File: src/rtl/cube_scan_driver.sv
`timescale 1ns/1ps
`default_nettype none
// ============================================================================
// Module   : cube_scan_driver
// Brief    : Double-buffered NxNxN LED cube scanner: row-latch load phase,
//            then PWM-dimmed layer display phase, one layer at a time.
// Revision : 1.0 - initial release
// ============================================================================
module cube_scan_driver #(
    parameter int N        = 8,
    parameter int LOAD_CYC = 4,
    parameter int ON_CYC   = 1024,
    parameter int LW       = $clog2(N)
) (
    input  logic          clk,
    input  logic          reset,
    input  logic          wr_en,
    input  logic [LW-1:0] wr_layer,
    input  logic [LW-1:0] wr_row,
    input  logic [N-1:0]  wr_data,
    input  logic          swap_req,
    input  logic [3:0]    brightness,
    output logic          swap_ack,
    output logic          frame_start,
    output logic [N-1:0]  row_data,
    output logic [N-1:0]  row_cs,
    output logic [N-1:0]  layer_en
);

    localparam int              c_cw        = $clog2(ON_CYC > LOAD_CYC ? ON_CYC : LOAD_CYC);
    localparam logic [c_cw-1:0] c_load_last = c_cw'(LOAD_CYC - 1);
    localparam logic [c_cw-1:0] c_show_last = c_cw'(ON_CYC - 1);
    localparam logic [LW-1:0]   c_idx_last  = LW'(N - 1);
    localparam logic [LW:0]     c_n         = (LW + 1)'(N);
    localparam logic [31:0]     c_seg       = 32'(ON_CYC / 16);
    localparam logic [N-1:0]    c_one       = {{(N-1){1'b0}}, 1'b1};

    typedef enum logic [0:0] {
        ST_LOAD = 1'b0,
        ST_SHOW = 1'b1
    } state_t;

    state_t          r_state;
    state_t          w_state_nx;
    logic [LW-1:0]   r_layer;
    logic [LW-1:0]   w_layer_nx;
    logic [LW-1:0]   r_row;
    logic [LW-1:0]   w_row_nx;
    logic [c_cw-1:0] r_cyc;
    logic [c_cw-1:0] w_cyc_nx;
    logic [3:0]      r_duty;
    logic            r_front;
    logic            r_pending;
    logic            w_boundary;
    logic            w_swap;
    logic            w_cs_fire;
    logic            w_lit;
    logic            w_wr_ok;

    logic [N-1:0] r_buf [0:1][0:N-1][0:N-1];

    always_comb begin
        w_state_nx = r_state;
        w_layer_nx = r_layer;
        w_row_nx   = r_row;
        w_cyc_nx   = r_cyc + 1'b1;
        w_boundary = 1'b0;
        if (r_state == ST_LOAD) begin
            if (r_cyc == c_load_last) begin
                w_cyc_nx = '0;
                if (r_row == c_idx_last) begin
                    w_row_nx   = '0;
                    w_state_nx = ST_SHOW;
                end else begin
                    w_row_nx = r_row + 1'b1;
                end
            end
        end else begin
            if (r_cyc == c_show_last) begin
                w_cyc_nx   = '0;
                w_state_nx = ST_LOAD;
                if (r_layer == c_idx_last) begin
                    w_layer_nx = '0;
                    w_boundary = 1'b1;
                end else begin
                    w_layer_nx = r_layer + 1'b1;
                end
            end
        end
    end

    assign w_swap    = w_boundary & r_pending;
    assign w_cs_fire = (r_state == ST_LOAD) && (r_cyc == c_load_last);
    // Lit window is (duty+1)/16 of the display phase, starting at its first clock.
    assign w_lit     = (r_state == ST_SHOW) &&
                       ({{(32-c_cw){1'b0}}, r_cyc} < ((32'(r_duty) + 32'd1) * c_seg));
    assign w_wr_ok   = wr_en && ({1'b0, wr_layer} < c_n) && ({1'b0, wr_row} < c_n);

    always_ff @(posedge clk or posedge reset) begin
        if (reset) begin
            r_state     <= ST_LOAD;
            r_layer     <= '0;
            r_row       <= '0;
            r_cyc       <= '0;
            r_duty      <= '0;
            r_front     <= 1'b0;
            r_pending   <= 1'b0;
            row_data    <= '0;
            row_cs      <= '0;
            layer_en    <= '0;
            swap_ack    <= 1'b0;
            frame_start <= 1'b0;
        end else begin
            r_state   <= w_state_nx;
            r_layer   <= w_layer_nx;
            r_row     <= w_row_nx;
            r_cyc     <= w_cyc_nx;
            // A request arriving in the swap cycle itself survives for the next frame.
            r_pending <= swap_req | (r_pending & ~w_swap);
            if (w_swap) begin
                r_front <= ~r_front;
            end
            if ((r_state == ST_LOAD) && (w_state_nx == ST_SHOW)) begin
                r_duty <= brightness;
            end
            row_data    <= (r_state == ST_LOAD) ? r_buf[r_front][r_layer][r_row] : '0;
            row_cs      <= w_cs_fire ? (c_one << r_row) : '0;
            layer_en    <= w_lit ? (c_one << r_layer) : '0;
            swap_ack    <= w_swap;
            frame_start <= (r_state == ST_LOAD) && (r_layer == '0) &&
                           (r_row == '0) && (r_cyc == '0);
        end
    end

    // The back buffer is indexed with the pre-swap select, so a write in the
    // swap cycle lands in the buffer that becomes visible next frame.
    always_ff @(posedge clk or posedge reset) begin
        if (reset) begin
            for (int b = 0; b < 2; b++) begin
                for (int i = 0; i < N; i++) begin
                    for (int j = 0; j < N; j++) begin
                        r_buf[b][i][j] <= '0;
                    end
                end
            end
        end else if (w_wr_ok) begin
            r_buf[~r_front][wr_layer][wr_row] <= wr_data;
        end
    end

endmodule
`default_nettype wire

File: config.mk
export PLATFORM = sky130hd
export DESIGN_NAME = cube_scan_driver
export DESIGN_NICKNAME = d
export VERILOG_FILES = /design/src/rtl/cube_scan_driver.sv
export SDC_FILE = /design/constraint.sdc
export NUM_CORES = 2
export LEC_CHECK = 0
export CAP_MARGIN = 20
export CORE_MARGIN = 3
export CORE_UTILIZATION = 55
export CTS_CLUSTER_DIAMETER = 120
export DETAILED_ROUTE_END_ITERATION = 6
export PLACE_DENSITY = 0.72
export RECOVER_POWER = 50
export SKIP_CTS_REPAIR_TIMING = 1
export SYNTH_ARGS = -nofsm -noshare
export SYNTH_HDL_FRONTEND = slang
export SYNTH_SLANG_ARGS = --single-unit
File: constraint.sdc
create_clock -name clk -period 45.4 [get_ports clk]
set_clock_uncertainty 0.15 [all_clocks]
set_input_delay 13.62 -clock clk [delete_from_list [all_inputs] [get_ports clk]]
set_output_delay 13.62 -clock clk [all_outputs]
set_load 0.01 [all_outputs]
# Word-level counts from Yosys, hierarchy flattened
# Cells that the tools add are included.
# classes
n_bitwise	12
n_addsub	4
n_lt_le_gt_ge	10
eq_ne	4
mux	31
reduce_logical	14
shift	2
# ops
cell	n
2-to-1 mux 512 bit	4
bitwise mux 1024 bit	1
demux 512 bit (select 1 bit)	1
binary-select mux 64 bit (select 3 bit)	1
demux 64 bit (select 3 bit)	1
2-to-1 mux 64 bit	3
2-to-1 mux 8 bit	6
2-to-1 mux 10 bit	3
binary-select mux 8 bit (select 3 bit)	1
demux 8 bit (select 3 bit)	1
greater-or-equal comparator 4 bit, second input constant	4
inverter 3 -> 4 bit	4
left shift 1 x 3 -> 8 bit, first input constant	2
less-than comparator 10 x 11 -> 1 bit	1
adder 10 x 1 -> 10 bit, second input constant	1
equality test 10 bit, second input constant	1
equality test 10 x 2 -> 1 bit, second input constant	1
logical NOT 10 bit	1
logical AND 1 bit	9
less-than comparator 4 x 1 -> 1 bit, second input constant	2
2-to-1 mux 1 bit	7
adder 3 x 1 -> 3 bit, second input constant	2
equality test 3 bit, second input constant	2
logical NOT 3 bit	2
other kinds (9)	16
# totals
output_inout_bits	26
register_bits	1073
wordCells	217
input_bits	22

# Depth between registers and ports, before layout
# logic_depth
depth_word	11
mapped_depth	10
mapped_depth_nobuf	9

# Least setup slack after synthesis
# OpenSTA, ideal clock, no wires.
# synth_timing
path_kind	input to register
from	in wr_layer[2]
to	reg r_buf[320] in the netlist's numbering
n_path_buf	2
setup_time_ns	0.128
slack_ns	29.864
cell_stages	6
required_ns	45.122
arrival_time_ns	15.259
path_cell_list	clkbuf_1 -> or3b_1 -> clkbuf_1 -> nor2_1 -> nand2_1 -> mux2_1
# synth_via
elab_chain_len	8
# synth_rtl
item	line_no	source
from (decl)	18	input logic [LW-1:0] wr_layer,
inverter 3 -> 4 bit *	147	r_buf[~r_front][wr_layer][wr_row] <= wr_data;
greater-or-equal comparator 4 bit (implied by the code) / less-than comparator 4 x 1 -> 1 bit (equally long branches)	147	
logical AND 1 bit (implied by the code)	147	
2-to-1 mux 64 bit (implied by the code)	147	
demux 64 bit (select 3 bit) *	147	
2-to-1 mux 512 bit (implied by the code) *	147	
demux 512 bit (select 1 bit) *	147	
bitwise mux 1024 bit *	147	
to (signal, indexed assignment)	147	
to (decl)	60	logic [N-1:0] r_buf [0:1][0:N-1][0:N-1];
# Every way passes the cells marked *; elsewhere a longest branch is shown, timed or not.
# A chain may end at the register's enable or synchronous reset.

==> flow_summary.rst <==
.. list-table::
   :header-rows: 1

   * - Metric
     - Value
   * - Area Overhead vs Synth
     - 10.4%
   * - Kind of critical path
     - in -> async
   * - Initial Util
     - 55.8%
   * - Fraction of synthesized cell area taken by the top area cell type
     - 55.1%
   * - Gr ovfl total
     - 0
   * - Count of buffers from port buffering
     - 47
   * - Syn Inst Count
     - 3257
   * - XOR/XNOR share of the synthesized area
     - 0.198%
   * - Routing layer with the top usage in global route
     - met2
   * - CTS Sinks
     - 1073
   * - Deepest clock path buffer count
     - 3
   * - Cts bufs inserted
     - 111
   * - GR Layer Usage met3
     - 5.22%
   * - Number of design-rule violations left by the first detailed-router iteration
     - 2520
   * - Synthesized-area fraction occupied by adder cells
     - 0.462%
   * - Violated checks
     - max-capacitance violations, max-slew violations
   * - Outcome
     - complete, but fails checks
   * - Register-to-Register Setup Slack
     - 32590 ps
   * - Post-layout instance area
     - 53800 um2
   * - Share of synthesized flip-flops with an asynchronous set or reset
     - 100%
   * - Clk pin slew, worst setup/hold paths
     - 60 ps
   * - Number of distinct library cell variants in the gate-level netlist after synthesis
     - 56
   * - Worst hold slack across all endpoints
     - 332 ps
   * - Proportion of synthesized area in mux cells
     - 35.8%
   * - Cell type with the highest aggregate area in the netlist
     - sky130_fd_sc_hd__dfrtp_1
   * - Total GRT Usage
     - 27.2%
   * - Period utilisation layout
     - 49.3%
   * - Max-cap violation count
     - 12
   * - DRC violation count after routing
     - 0
   * - Ranking of synthesized cells by area
     - sky130_fd_sc_hd__dfrtp_1, sky130_fd_sc_hd__mux2_2, sky130_fd_sc_hd__mux4_2
   * - Number of flip-flops and latches in the synthesized netlist
     - 1073
   * - Total of endpoints with negative setup slack in the final report
     - 0
   * - IR Drop Worst-Case VDD
     - 0.0331 mV
   * - Number of top-level design ports
     - 48
   * - Cell area power density
     - 38.7 nW/um2
   * - Data required time of the critical path
     - 45940 ps
   * - Number of routed nets with antenna violations
     - 0
   * - Root cell of the clock tree
     - sky130_fd_sc_hd__clkbuf_16
   * - Setup repair after global routing missed its margin
     - no
   * - Layout net count
     - 3293
   * - Post-detailed-placement half-perimeter wirelength
     - 80300 um
   * - Reg-to-reg startpoint
     - r_layer[0]$_DFFE_PP0P_
   * - Launch point of the critical path
     - reset
   * - Width of the die
     - 304 um
   * - Combinational family with the most area after synthesis
     - multiplexers
   * - Routed via count
     - 28900
   * - Routed WL
     - 125000 um
   * - Synthesized area
     - 48700 um2
   * - Highest fanout seen on the critical path
     - 130
   * - Cell depth of the worst hold path
     - 1
   * - Number of enable flip-flop cells after synthesis
     - 0
   * - Total negative setup slack
     - 0 ps
   * - Hold/Removal Path Class
     - reg -> reg
   * - Number of iterations in the first detailed-routing pass
     - 5
   * - Area fraction in compound gates after synthesis
     - 2.65%
   * - Type of destination of the critical path
     - asynchronous set/reset pin
   * - Net Count, Synth
     - 3297
   * - Clock period minus final worst setup slack
     - 22390 ps
   * - Element type at the critical path start
     - primary input
   * - Leakage
     - 25.2 nW
   * - Simple-gate share of the synthesized area
     - 3.66%
   * - Fraction of layout instances using a drive strength above 1
     - 35.9%
   * - Length in cells of the worst reg-to-reg path
     - 8
   * - Relative max-transition margin
     - -409%
   * - Layout fillers
     - 6526
   * - Post-Place Cells
     - 4292
   * - Pins Over Slew Limit
     - 707
   * - Synth Area per Inst
     - 15.0 um2
   * - Main synth FF type
     - sky130_fd_sc_hd__dfrtp_1
   * - Via count of the first global-routing pass
     - 31300
   * - Hold violation total from the final report
     - 0
   * - Total number of placement rows
     - 108
   * - Placer congestion estimate
     - 0.854
   * - Worst Tran Pin Value
     - 7640 ps
   * - M1 GR Usage
     - 37.1%
   * - Clock latency of the later-clocked register in the worst-skew pair
     - 700 ps
   * - CTS tree
     - done
   * - Critical Path AT
     - 22940 ps
   * - Floorplan Core Area
     - 87300 um2
   * - Number of H-tree levels
     - 3
   * - Met2 GRT Util
     - 43.7%
   * - Share of synthesized area occupied by flip-flops and latches
     - 55.1%
   * - Area of placed instances
     - 50200 um2
   * - End point of the critical path
     - r_buf[288]$_DFFE_PP0P_
   * - Number of antenna violations at the first check in global routing
     - 4
   * - Max Clk Rate
     - 44.7 MHz
   * - WL per Instance
     - 27.8 um
   * - Endpoint of the worst register-to-register path
     - row_data[1]$_DFF_PP0_
   * - First-pass GRT wire length
     - 193000 um
   * - Maximum number of pins on one net before global-route repair
     - 187
   * - Height of the die
     - 304 um
   * - Routed via count divided by cell count
     - 6.43
   * - Cell with the most instances after synthesis
     - sky130_fd_sc_hd__dfrtp_1
   * - Total die area
     - 92200 um2
   * - Number of warnings issued by yosys
     - 0
   * - List of most frequent post-synthesis cells
     - sky130_fd_sc_hd__dfrtp_1, sky130_fd_sc_hd__mux2_2, sky130_fd_sc_hd__mux2_1
   * - Non-filler cells, final
     - 4500
[power breakdown]
| group | total, mW | internal [mW] | switching [mW] |
|---|---|---|---|
| Sequential | 1.05 | 1.02 | 0.0318 |
| Combinational | 0.111 | 0.0506 | 0.0603 |
| Clock | 0.921 | 0.547 | 0.374 |
| Total | 2.08 | 1.62 | 0.466 |
[per-layer routing]
metal / part of all wire [%] / wire length (um)
met4: 3.9 / 4920
met5: 0.022 / 27
met2: 48 / 60200
met3: 5.7 / 7190
met1: 42 / 52700
[logic make-up (layout without fill, tap and decap cells)]
kind of cell    count (synthesis)  count (layout)
other cells                     0               1
mux                          1357            1357
flops                        1073            1073
fa+ha+maj                      18              18
xor+xnor                       11              11
buf+inv                       243             330
simple gates                  373             373
compound gates                182             182
[sequential cells by signal, indices dropped and copies added (netlist names)]
register     count
frame_start      1
layer_en         8
r_buf         1024
r_cyc           10
r_duty           4
r_front          1
r_layer          3
r_pending        1
r_row            3
r_state          1
row_cs           8
row_data         8
swap_ack         1
[placed cells by master (no fill, tap or decap), types with 18 or more instances in the layout]
cell,instances
sky130_fd_sc_hd__dfrtp_1,1071
sky130_fd_sc_hd__mux2_2,740
sky130_fd_sc_hd__mux2_1,285
sky130_fd_sc_hd__mux4_2,206
sky130_fd_sc_hd__mux2i_1,122
sky130_fd_sc_hd__nor2_1,117
sky130_fd_sc_hd__clkbuf_16,112
sky130_fd_sc_hd__nand2_1,106
sky130_fd_sc_hd__a22oi_1,83
sky130_fd_sc_hd__buf_4,57
sky130_fd_sc_hd__nand3_1,47
sky130_fd_sc_hd__clkbuf_1,46
sky130_fd_sc_hd__dlygate4sd3_1,34
sky130_fd_sc_hd__clkbuf_8,23
sky130_fd_sc_hd__and3_1,20
sky130_fd_sc_hd__clkinv_2,20
sky130_fd_sc_hd__ha_1,18
[area by class of cell]
type	instances	area [um2]	share of cell area [%]
timing repair buffer	112	942	1.75
tap	1155	1450	2.68
clock inverter	36	459	0.853
antenna	1	2.50	0.00465
multi-input combinational	1941	20800	38.7
inverter	14	53.8	0.100
clock buffer	168	3240	6.03
sequential	1073	26900	49.9
[through the flow]
| step | worst slack [ps] | util (%) | power [mW] |
|---|---|---|---|
| after floorplan | 1420 | - | 1.14 |
| after global placement | 27750 | 57.5 | 1.16 |
| after detailed placement | 27580 | 57.5 | 1.18 |
| after CTS | 28280 | 61.7 | 2.10 |
| after global routing | 21340 | 61.7 | 2.15 |
| final | 23010 | 61.7 | 2.08 |
[worst max-delay path, cell delays in order]
cell and delay, ps:
sky130_fd_sc_hd__dlygate4sd3_1 560, sky130_fd_sc_hd__clkinvlp_2 3110, sky130_fd_sc_hd__clkbuf_1 2920, sky130_fd_sc_hd__clkbuf_1 1450
sky130_fd_sc_hd__buf_16 340, sky130_fd_sc_hd__buf_4 730
[worst min path at each step]
stage | to | start
after global routing | r_buf[474]$_DFFE_PP0P_ | r_buf[474]$_DFFE_PP0P_
after global placement | r_buf[769]$_DFFE_PP0P_ | r_buf[769]$_DFFE_PP0P_
after CTS | r_buf[782]$_DFFE_PP0P_ | r_buf[782]$_DFFE_PP0P_
after detailed placement | r_buf[782]$_DFFE_PP0P_ | r_buf[782]$_DFFE_PP0P_
after floorplan | r_buf[520]$_DFFE_PP0P_ | r_buf[520]$_DFFE_PP0P_
final | r_buf[520]$_DFFE_PP0P_ | r_buf[520]$_DFFE_PP0P_
(Power assumes the default switching activity.)
